$ cat src/rtl/decimal_key_arbiter_pkg.sv
// Shared constants, FSM state type and the one-hot to BCD encoder used by the
// decimal key arbiter.
package decimal_key_pkg;

  localparam int N_KEYS = 10;
  localparam int BCD_W  = 4;

  typedef enum logic {IDLE, SEND} state_t;

  // Returns the index of the single set bit; any zero or multi-hot input maps to 0.
  function automatic logic [BCD_W-1:0] onehot_to_bcd(input logic [N_KEYS-1:0] oh);
    logic [BCD_W-1:0] idx;
    int               ones;
    idx  = '0;
    ones = 0;
    for (int i = 0; i < N_KEYS; i++) begin
      if (oh[i]) begin
        idx  = BCD_W'(i);
        ones = ones + 1;
      end
    end
    return (ones == 1) ? idx : '0;
  endfunction

endpackage

$ cat src/rtl/decimal_key_arbiter_if.sv
// Key request inputs and BCD valid/ready output bundle of the decimal key arbiter.
interface decimal_key_arbiter_if;
  import decimal_key_pkg::*;

  logic [N_KEYS-1:0] req;
  logic              out_ready;
  logic              overrun_clr;
  logic [BCD_W-1:0]  out_bcd;
  logic              out_valid;
  logic [N_KEYS-1:0] grant;
  logic              overrun;

  // master drives keys and consumes digits; slave is the arbiter itself.
  modport master (
    output req, out_ready, overrun_clr,
    input  out_bcd, out_valid, grant, overrun
  );

  modport slave (
    input  req, out_ready, overrun_clr,
    output out_bcd, out_valid, grant, overrun
  );

endinterface

$ cat src/rtl/decimal_key_arbiter_debouncer.sv
// Per-key debouncer: counts consecutive high samples and pulses press once
// when the count reaches DEBOUNCE_CYCLES; a low sample re-arms it.
module key_debouncer #(
  parameter int DEBOUNCE_CYCLES = 4
) (
  input  logic clk,
  input  logic rst_n,
  input  logic in,
  output logic press
);

  localparam logic [3:0] LIMIT = 4'(DEBOUNCE_CYCLES);

  logic [3:0] cnt;

  // High on the sample that moves the counter onto LIMIT; a saturated counter stays silent.
  assign press = in && (cnt == LIMIT - 4'd1);

  // NOTE: sequential state uses non-blocking assignments so every flop samples pre-edge values.
  always_ff @(posedge clk) begin
    if (!rst_n) begin
      cnt <= '0;
    end else if (!in) begin
      cnt <= '0;
    end else if (cnt != LIMIT) begin
      cnt <= cnt + 4'd1;
    end
  end

endmodule

$ cat src/rtl/decimal_key_arbiter.sv
// Debounces ten digit keys into sticky pending events and serves them round-robin
// as one-hot grants encoded to BCD on a valid/ready output.
module decimal_key_arbiter
  import decimal_key_pkg::*;
#(
  parameter int DEBOUNCE_CYCLES = 4
) (
  input logic                  clk,
  input logic                  rst_n,
  decimal_key_arbiter_if.slave bus
);

  logic [N_KEYS-1:0] press;
  logic [N_KEYS-1:0] pending;
  logic [N_KEYS-1:0] clr_mask;
  logic [N_KEYS-1:0] sel_oh;
  logic [N_KEYS-1:0] grant_q;
  logic [BCD_W-1:0]  bcd_q;
  logic [BCD_W-1:0]  last;
  logic [BCD_W-1:0]  sel;
  logic              found;
  logic              valid_q;
  logic              overrun_q;
  logic              overrun_set;
  state_t            state;

  for (genvar i = 0; i < N_KEYS; i++) begin : g_deb
    key_debouncer #(
      .DEBOUNCE_CYCLES(DEBOUNCE_CYCLES)
    ) u_deb (
      .clk  (clk),
      .rst_n(rst_n),
      .in   (bus.req[i]),
      .press(press[i])
    );
  end

  // Round-robin search starting just after the last served key, wrapping 9 -> 0.
  // NOTE: every always_comb output gets a default first so no latch is inferred.
  always_comb begin
    found = 1'b0;
    sel   = '0;
    for (int k = 1; k <= N_KEYS; k++) begin
      if (!found && pending[(int'(last) + k) % N_KEYS]) begin
        found = 1'b1;
        sel   = BCD_W'((int'(last) + k) % N_KEYS);
      end
    end
    sel_oh = found ? (N_KEYS'(1) << sel) : '0;
  end

  assign clr_mask = (state == IDLE) ? sel_oh : '0;

  // A press landing on a bit cleared this edge re-arms it without counting as overrun.
  assign overrun_set = |(press & pending & ~clr_mask);

  always_ff @(posedge clk) begin
    if (!rst_n) begin
      pending   <= '0;
      overrun_q <= 1'b0;
      state     <= IDLE;
      last      <= BCD_W'(N_KEYS - 1);
      grant_q   <= '0;
      bcd_q     <= '0;
      valid_q   <= 1'b0;
    end else begin
      pending <= (pending & ~clr_mask) | press;

      if (overrun_set) begin
        overrun_q <= 1'b1;
      end else if (bus.overrun_clr) begin
        overrun_q <= 1'b0;
      end

      case (state)
        IDLE: begin
          if (found) begin
            grant_q <= sel_oh;
            bcd_q   <= onehot_to_bcd(sel_oh);
            valid_q <= 1'b1;
            last    <= sel;
            state   <= SEND;
          end
        end
        SEND: begin
          if (bus.out_ready) begin
            grant_q <= '0;
            bcd_q   <= '0;
            valid_q <= 1'b0;
            state   <= IDLE;
          end
        end
        default: state <= IDLE;
      endcase
    end
  end

  assign bus.grant     = grant_q;
  assign bus.out_bcd   = bcd_q;
  assign bus.out_valid = valid_q;
  assign bus.overrun   = overrun_q;

endmodule

$ cat src/flat_wrapper.sv
// flat-port wrapper written by rule: the top's interface ports become plain ports
module decimal_key_arbiter_flat import decimal_key_pkg::*;
#(
  parameter int DEBOUNCE_CYCLES = 4
)
  (clk, rst_n, bus_req, bus_out_ready, bus_overrun_clr, bus_out_bcd, bus_out_valid, bus_grant, bus_overrun);
  decimal_key_arbiter_if bus_i ();
  input logic clk;
  input logic rst_n;
  input wire logic [$bits(bus_i.req)-1:0] bus_req;
  input wire logic [$bits(bus_i.out_ready)-1:0] bus_out_ready;
  input wire logic [$bits(bus_i.overrun_clr)-1:0] bus_overrun_clr;
  output wire logic [$bits(bus_i.out_bcd)-1:0] bus_out_bcd;
  output wire logic [$bits(bus_i.out_valid)-1:0] bus_out_valid;
  output wire logic [$bits(bus_i.grant)-1:0] bus_grant;
  output wire logic [$bits(bus_i.overrun)-1:0] bus_overrun;
  assign bus_i.req = bus_req;
  assign bus_i.out_ready = bus_out_ready;
  assign bus_i.overrun_clr = bus_overrun_clr;
  assign bus_out_bcd = bus_i.out_bcd;
  assign bus_out_valid = bus_i.out_valid;
  assign bus_grant = bus_i.grant;
  assign bus_overrun = bus_i.overrun;
  decimal_key_arbiter #(.DEBOUNCE_CYCLES(DEBOUNCE_CYCLES)) u_core (.clk(clk), .rst_n(rst_n), .bus(bus_i));
endmodule
$ cat config.mk
export PLATFORM = sky130hd
export DESIGN_NAME = decimal_key_arbiter_flat
export DESIGN_NICKNAME = d
export VERILOG_FILES = /design/src/rtl/decimal_key_arbiter_pkg.sv /design/src/rtl/decimal_key_arbiter_if.sv /design/src/rtl/decimal_key_arbiter_debouncer.sv /design/src/rtl/decimal_key_arbiter.sv /design/src/flat_wrapper.sv
export SDC_FILE = /design/constraint.sdc
export NUM_CORES = 1
export LEC_CHECK = 0
export ABC_AREA = 1
export BUFFER_PORTS_ARGS = -buffer_cell sky130_fd_sc_hd__buf_2
export CELL_PAD_IN_SITES_DETAIL_PLACEMENT = 0
export CELL_PAD_IN_SITES_GLOBAL_PLACEMENT = 1
export CORE_MARGIN = 1
export CORE_UTILIZATION = 41
export CTS_BUF_LIST = sky130_fd_sc_hd__clkbuf_4 sky130_fd_sc_hd__clkbuf_8
export CTS_CLUSTER_DIAMETER = 40
export CTS_CLUSTER_SIZE = 12
export DETAILED_ROUTE_END_ITERATION = 7
export PLACE_DENSITY_LB_ADDON = 0.1
export SYNTH_ARGS = -nofsm -noshare
export SYNTH_HDL_FRONTEND = slang
export SYNTH_SLANG_ARGS = --single-unit
$ cat constraint.sdc
create_clock -name clk -period 7.44 [get_ports clk]
set_input_delay 1.488 -clock clk [delete_from_list [all_inputs] [get_ports clk]]
set_output_delay 1.488 -clock clk [all_outputs]
set_load 0.02 [all_outputs]
Word level (Yosys, flattened, before mapping) --
Cells that the tools add are included.
Operators by class: add/sub/neg operators 29, divide/modulo/power cells 10, order comparisons 10, equality and inequality tests 23, shift-type cells 1, muxes and demuxes 116, bitwise gates (word level) 6, reduce and logical (&&, ||, !) cells 42
Operator list (number):
- 2-to-1 mux 32 bit | 39
- less-than comparator 32 x 6 -> 1 bit, second input constant | 10
- remainder unit 32 x 5 -> 32 bit, second input constant | 10
- adder 32 x 2 -> 32 bit, second input constant | 9
- 2-to-1 mux 4 bit | 15
- adder 4 x 1 -> 4 bit, second input constant | 10
- binary-select mux 1 bit (select 4 bit) | 10
- == test 4 x 2 -> 1 bit, second input constant | 10
- 2-to-1 mux 10 bit | 4
- inequality test 4 x 3 -> 1 bit, second input constant | 10
- 2-to-1 mux 1 bit | 38
- == test 32 x 2 -> 1 bit, second input constant | 1
- AND 10 bit | 3
- AND reduction 2 bit | 12
- adder 4 x 3 -> 5 bit, second input constant | 4
- case mux 10 bit (2 select lines) | 1
- logical AND 1 bit | 19
- adder 4 x 4 -> 5 bit, second input constant | 3
- 2-to-1 mux 3 bit | 4
- adder 4 x 2 -> 5 bit, second input constant | 2
- inverter 10 bit | 1
- bitwise OR 10 bit | 1
- OR reduction 10 bit | 1
- left shift 1 x 4 -> 10 bit, first input constant | 1
- other kinds (9) | 19
Storage, ports and cells: bits in registers 71, input bits 14, output and inout bits 16, logic and storage cells 254

Depth between registers and ports, before layout --
word-level depth 88, mapped depth 60

Cells and area by module --
Synthesis repeated with hierarchy kept, for this count alone.
Second synthesis, totals: cell total of the unflattened synthesis 1196, area total of the unflattened synthesis 7161.9 um^2
Modules (own cells, without submodules):
- decimal_key_arbiter | times used 1, cells an instance 826, area each 4859.7 um^2, seq. area each 620.6 um^2
- key_debouncer | times used 10, cells an instance 37, area each 230.2 um^2, seq. area each 80.1 um^2

Worst setup path before layout --
No wires, ideal clock.
path type reg-to-reg, start point register u_core.last[0], end point register u_core.bcd_q[1], in the netlist u_core.bus.out_bcd[1], arrival 7.990 ns, slack -0.621 ns, stages on the path, launching flop included 53, clock period less this slack 8.061 ns, path through dfxtp_1 -> buf_4 -> clkbuf_1 -> inv_1 -> ha_1 -> inv_1 -> nand2_1 -> nand2_1 -> nand2_1 -> ha_1 -> nand3b_1 -> nand2_1 -> nand3_1 -> nand2_2 -> nand2_1 -> nand3b_1 -> nand3_1 -> nand4_4 -> [17 not listed] -> nand2_1 -> ha_1 -> or2_0 -> and2_1 -> ha_1 -> nand2_1 -> nand2_1 -> ha_1 -> or2_2 -> and2_1 -> ha_1 -> nand2_1 -> nand2_1 -> ha_1 -> or2_2 -> nand2_2 -> nand4_1 -> a21oi_1
On the way: cells in the longest elaborated chain, start to end 88, elaborated cells on any way between the ends 153, those cells by class 19 x add/sub; 10 x div; 2 x eq/ne; 1 x shift; 102 x mux; 19 x reduce/logical
RTL lines:
- from (decl) | line decimal_key_arbiter.sv:19 | logic [BCD_W-1:0] last;
- from (signal assigned) | line decimal_key_arbiter.sv:62 | last <= BCD_W'(N_KEYS - 1);
- from (signal assigned) | line decimal_key_arbiter.sv:81 | last <= sel;
- adder 4 x 1 -> 5 bit | line decimal_key_arbiter.sv:44, decimal_key_arbiter.sv:46
- remainder unit 32 x 5 -> 32 bit | line decimal_key_arbiter.sv:44, decimal_key_arbiter.sv:46
- binary-select mux 1 bit (select 4 bit) | line decimal_key_arbiter.sv:44 | if (!found && pending[(int'(last) + k) % N_KEYS]) begin
- 2-to-1 mux 1 bit (not written as such) (2 in a row) | line decimal_key_arbiter.sv:44
- 2-to-1 mux 1 bit | line decimal_key_arbiter.sv:44
- zero test 1 bit | line decimal_key_arbiter.sv:44
- logical AND 1 bit | line decimal_key_arbiter.sv:44
- 2-to-1 mux 1 bit | line decimal_key_arbiter.sv:44
- [71 not listed]
- 2-to-1 mux 32 bit | line decimal_key_arbiter_pkg.sv:17 | if (oh[i]) begin
- 2-to-1 mux 32 bit | line decimal_key_arbiter.sv:77 | if (found) begin
- 2-to-1 mux 32 bit | line decimal_key_arbiter.sv:75 | case (state)
- 2-to-1 mux 32 bit | line decimal_key_arbiter.sv:58 | if (!rst_n) begin
- == test 32 x 2 -> 1 bit | line decimal_key_arbiter_pkg.sv:22 | return (ones == 1) ? idx : '0;
- 2-to-1 mux 4 bit | line decimal_key_arbiter_pkg.sv:22
- 2-to-1 mux 4 bit | line decimal_key_arbiter.sv:77
- case mux 4 bit (2 select lines) | line decimal_key_arbiter.sv:75
- to (signal assigned) | line decimal_key_arbiter.sv:79 | bcd_q <= onehot_to_bcd(sel_oh);
- to (decl) | line decimal_key_arbiter.sv:18 | logic [BCD_W-1:0] bcd_q;
Several ways; a longest one is shown, not always the timed one. The select of a mux whose other input is x is not followed. A chain may end at the register's enable or synchronous reset.

Worst setup path after layout --
start point register u_core.last[1], end point register u_core.bcd_q[1], in the netlist u_core.bus.out_bcd[1]
The elaborated chain is that of the path after synthesis.

==> impl_metrics.tcl <==
set metrics [dict create \
    drt_iter0_markers 287 \
    ys.warnings.count 0 \
    syn_nets 1184 \
    cp-start-kind "register" \
    ant_nets 0 \
    synth.distinct_cells 47 \
    antennaDiodeCount 0 \
    status "finished, violations left" \
    cp_data_required_time_ns 7.73 \
    max_slew_margin_pct 29.4 \
    synth_seq_cells 71 \
    port_buffers 29 \
    r2r-end "u_core.bus.out_bcd[1]$_SDFFE_PN0P_" \
    start_util_pct 42.6 \
    vias 7498 \
    whs_ns 0.459 \
    drc 0 \
    dp_hpwl_mm 15.4 \
    fmax_mhz 131 \
    via_per_inst 4.84 \
    syn_area_per_cell_sq_um 6.20 \
    hold_viol_final 0 \
    cp_max_fo 8 \
    drive_above_1_share_pct 35.5 \
    setup_viol 4 \
    dieArea_sq_mm 0.0173 \
    die_y_um 131 \
    rr_startpoint "u_core.last[1]$_SDFFE_PN0P_" \
    endpoint "u_core.bus.out_bcd[1]$_SDFFE_PN0P_" \
    maxCapViolations 0 \
    h-tree-depth 3 \
    worstMarginPinSlew_ns 1.05 \
    ff2ff_path_depth 52 \
    coreArea_sq_mm 0.0161 \
    clock-sinks 71 \
    cp.arrival_ns 7.91 \
    violations "setup timing" \
    grt_first_pass_wirelength_mm 32.8 \
    worst_slack_ns -0.182 \
    syn_to_final_growth_pct 42.7 \
    critical_path_class "register to register" \
    wl_per_cell_um 12.7 \
    grt_max_degree 29 \
    reg2reg_slack_ns -0.18 \
    slowest_delay_ns 0.43 \
    grt_pass1_vias 7041 \
    grt_antenna_before_repair 0 \
    rsz0062_at_grt "yes" \
    synth-async-reset-ratio_pct 0 \
    synth-edff-count 0 \
    period_share_pct 102 \
    root_buffer "clkbuf_8" \
    routabilityCongestion 0.890 \
    critPathBufInv 5 \
    ys_seq_area_share_pct 20.7 \
    yosysTopAreaCellShare_pct 20.7 \
    rows 46 \
    yosys_most_used_dff "dfxtp_1" \
    route.final.wire_length_mm 19.7 \
    fp.dieW_um 131 \
    synth_cells 1108 \
    yosys.area.top_type "dfxtp_1" \
    clock_latency_ns 0.36 \
    ioPinCount 30 \
    hold_class "register to register" \
    slew_viol_final 0 \
    final_nets 1405 \
    startpoint "u_core.last[1]$_SDFFE_PN0P_" \
    clk_pin_slew_ns 0.09 \
    nFillCells 1566 \
    cp.depth 52 \
    syn-cell-area_sq_mm 0.00687 \
    endpoint_kind "register" \
    grtUsageTotal_pct 22.8 \
    grt_overflow_total 0 \
    fin_crit_ns 7.62 \
    critPathTopFamily "simple AND/OR/NAND/NOR gates" \
    worst_clock_skew_ns 0.0140 \
    synth_area_leaders "dfxtp_1 21%, nand2_1 17%, ha_1 11%" \
    first_pass_iters 5 \
    crit_path_top_delay_cell "dfxtp_4" \
    cts_tree "done" \
    clock_path_buffers 2 \
    cts_buffers 9 \
]
-- cells in the mapped netlist, types with 4 or more instances --
master	instances
nor2_4	4
buf_2	4
inv_1	185
a211oi_1	13
nand3_1	95
nor2_2	5
dfxtp_1	71
nand2_2	23
inv_2	15
o21ai_1	12
o31ai_1	4
or2_2	5
nand3_2	6
xnor2_1	11
o211ai_1	6
xor2_1	20
o21ai_0	33
nand2_1	302
a21oi_1	62
nand2_4	11
nor3_1	25
nand3b_1	6
o22ai_1	4
clkbuf_1	9
nor2_1	59
ha_1	62
nand4_1	29
-- stage by stage --
stage	setup WS (ns)	TNS [ns]	std cells	util, %	instance area (sq um)
floorplan	0.00873	0	1108	-	7050
global placement	-0.431	-1.59	1489	52.9	8530
detailed placement	-0.516	-2.02	1489	52.9	8530
CTS	-0.199	-0.767	1527	56.2	9050
global route	-0.591	-2.23	1550	60.8	9800
finish	-0.182	-0.664	1550	60.8	9800
-- logic make-up after synthesis --
kind of cell             count (synthesis)  share of synthesized area, %
adder cells (fa/ha/maj)                 62                          11.3
flip-flops                              71                          20.7
AND/OR/NAND/NOR                        581                          39.6
multiplexers                             1                         0.146
buffers and inverters                  219                          12.2
AO/OA/AOI/OAI                          143                          12.1
XOR/XNOR                                31                          3.95
-- per-layer routing --
metal / part of all wire, % / vias to the layer above / track usage (%)
li1: - / 4002 / -
met2: 47 / 89 / 38.7
met3: 2.5 / 12 / 2.39
met1: 50 / 3395 / 31.0
met5: 0 / - / 0
met4: 0.87 / 0 / 4.46
-- placed cells by master, fill, tap and decap left out, types with 27 or more instances in the layout --
cell type and count:
a21oi_1 56, buf_2 29, buf_4 189, dfxtp_1 67, ha_1 40, inv_1 170
nand2_1 250, nand2_2 59, nand2_4 27, nand3_1 78, nand4_1 29, nor2_1 46
o21ai_0 29
-- registers in the layout, indices dropped and copies added, names as in the netlist --
register / flops
u_core.pending: 10
u_core.bus.out_valid: 1
u_core.bus.out_bcd: 4
u_core.state: 1
u_core.last: 4
u_core.bus.grant: 10
u_core.g_deb.u_deb.cnt: 40
u_core.bus.overrun: 1
-- worst min-delay path by stage --
stage	start	endpoint	slack, ns	cells past startpoint
2_1_floorplan	u_core.g_deb[0].u_deb.cnt[3]$_SDFFE_PN0P_	u_core.g_deb[0].u_deb.cnt[3]$_SDFFE_PN0P_	0.43	1
3_3_place_gp	u_core.g_deb[0].u_deb.cnt[3]$_SDFFE_PN0P_	u_core.g_deb[0].u_deb.cnt[3]$_SDFFE_PN0P_	0.45	1
3_5_place_dp	u_core.g_deb[0].u_deb.cnt[3]$_SDFFE_PN0P_	u_core.g_deb[0].u_deb.cnt[3]$_SDFFE_PN0P_	0.45	1
4_1_cts	u_core.g_deb[2].u_deb.cnt[3]$_SDFFE_PN0P_	u_core.g_deb[2].u_deb.cnt[3]$_SDFFE_PN0P_	0.46	1
5_1_grt	u_core.bus.out_bcd[3]$_SDFFE_PN0P_	u_core.bus.out_bcd[3]$_SDFFE_PN0P_	0.49	2
6_report	u_core.g_deb[2].u_deb.cnt[3]$_SDFFE_PN0P_	u_core.g_deb[2].u_deb.cnt[3]$_SDFFE_PN0P_	0.46	1
-- cell type report --
class / instances / area, sq um / area share, %
inverters: 203 / 787 / 8.03
repair buffers: 226 / 1660 / 17.0
clock inverters: 7 / 62.6 / 0.638
clock buffers: 9 / 124 / 1.26
well taps: 216 / 270 / 2.76
multi-input cells: 818 / 5460 / 55.7
flip-flops and latches: 71 / 1430 / 14.6
-- repair_timing --
item,4_1_cts,5_1_grt
gates resized for setup,43,133
setup buffers,22,24
setup endpoints to repair,4,4
pin swaps,42,100
hold buffers,0,0
Power is not shown: default switching activity piles up to over one toggle a cycle in this logic, so the estimate is an artifact.
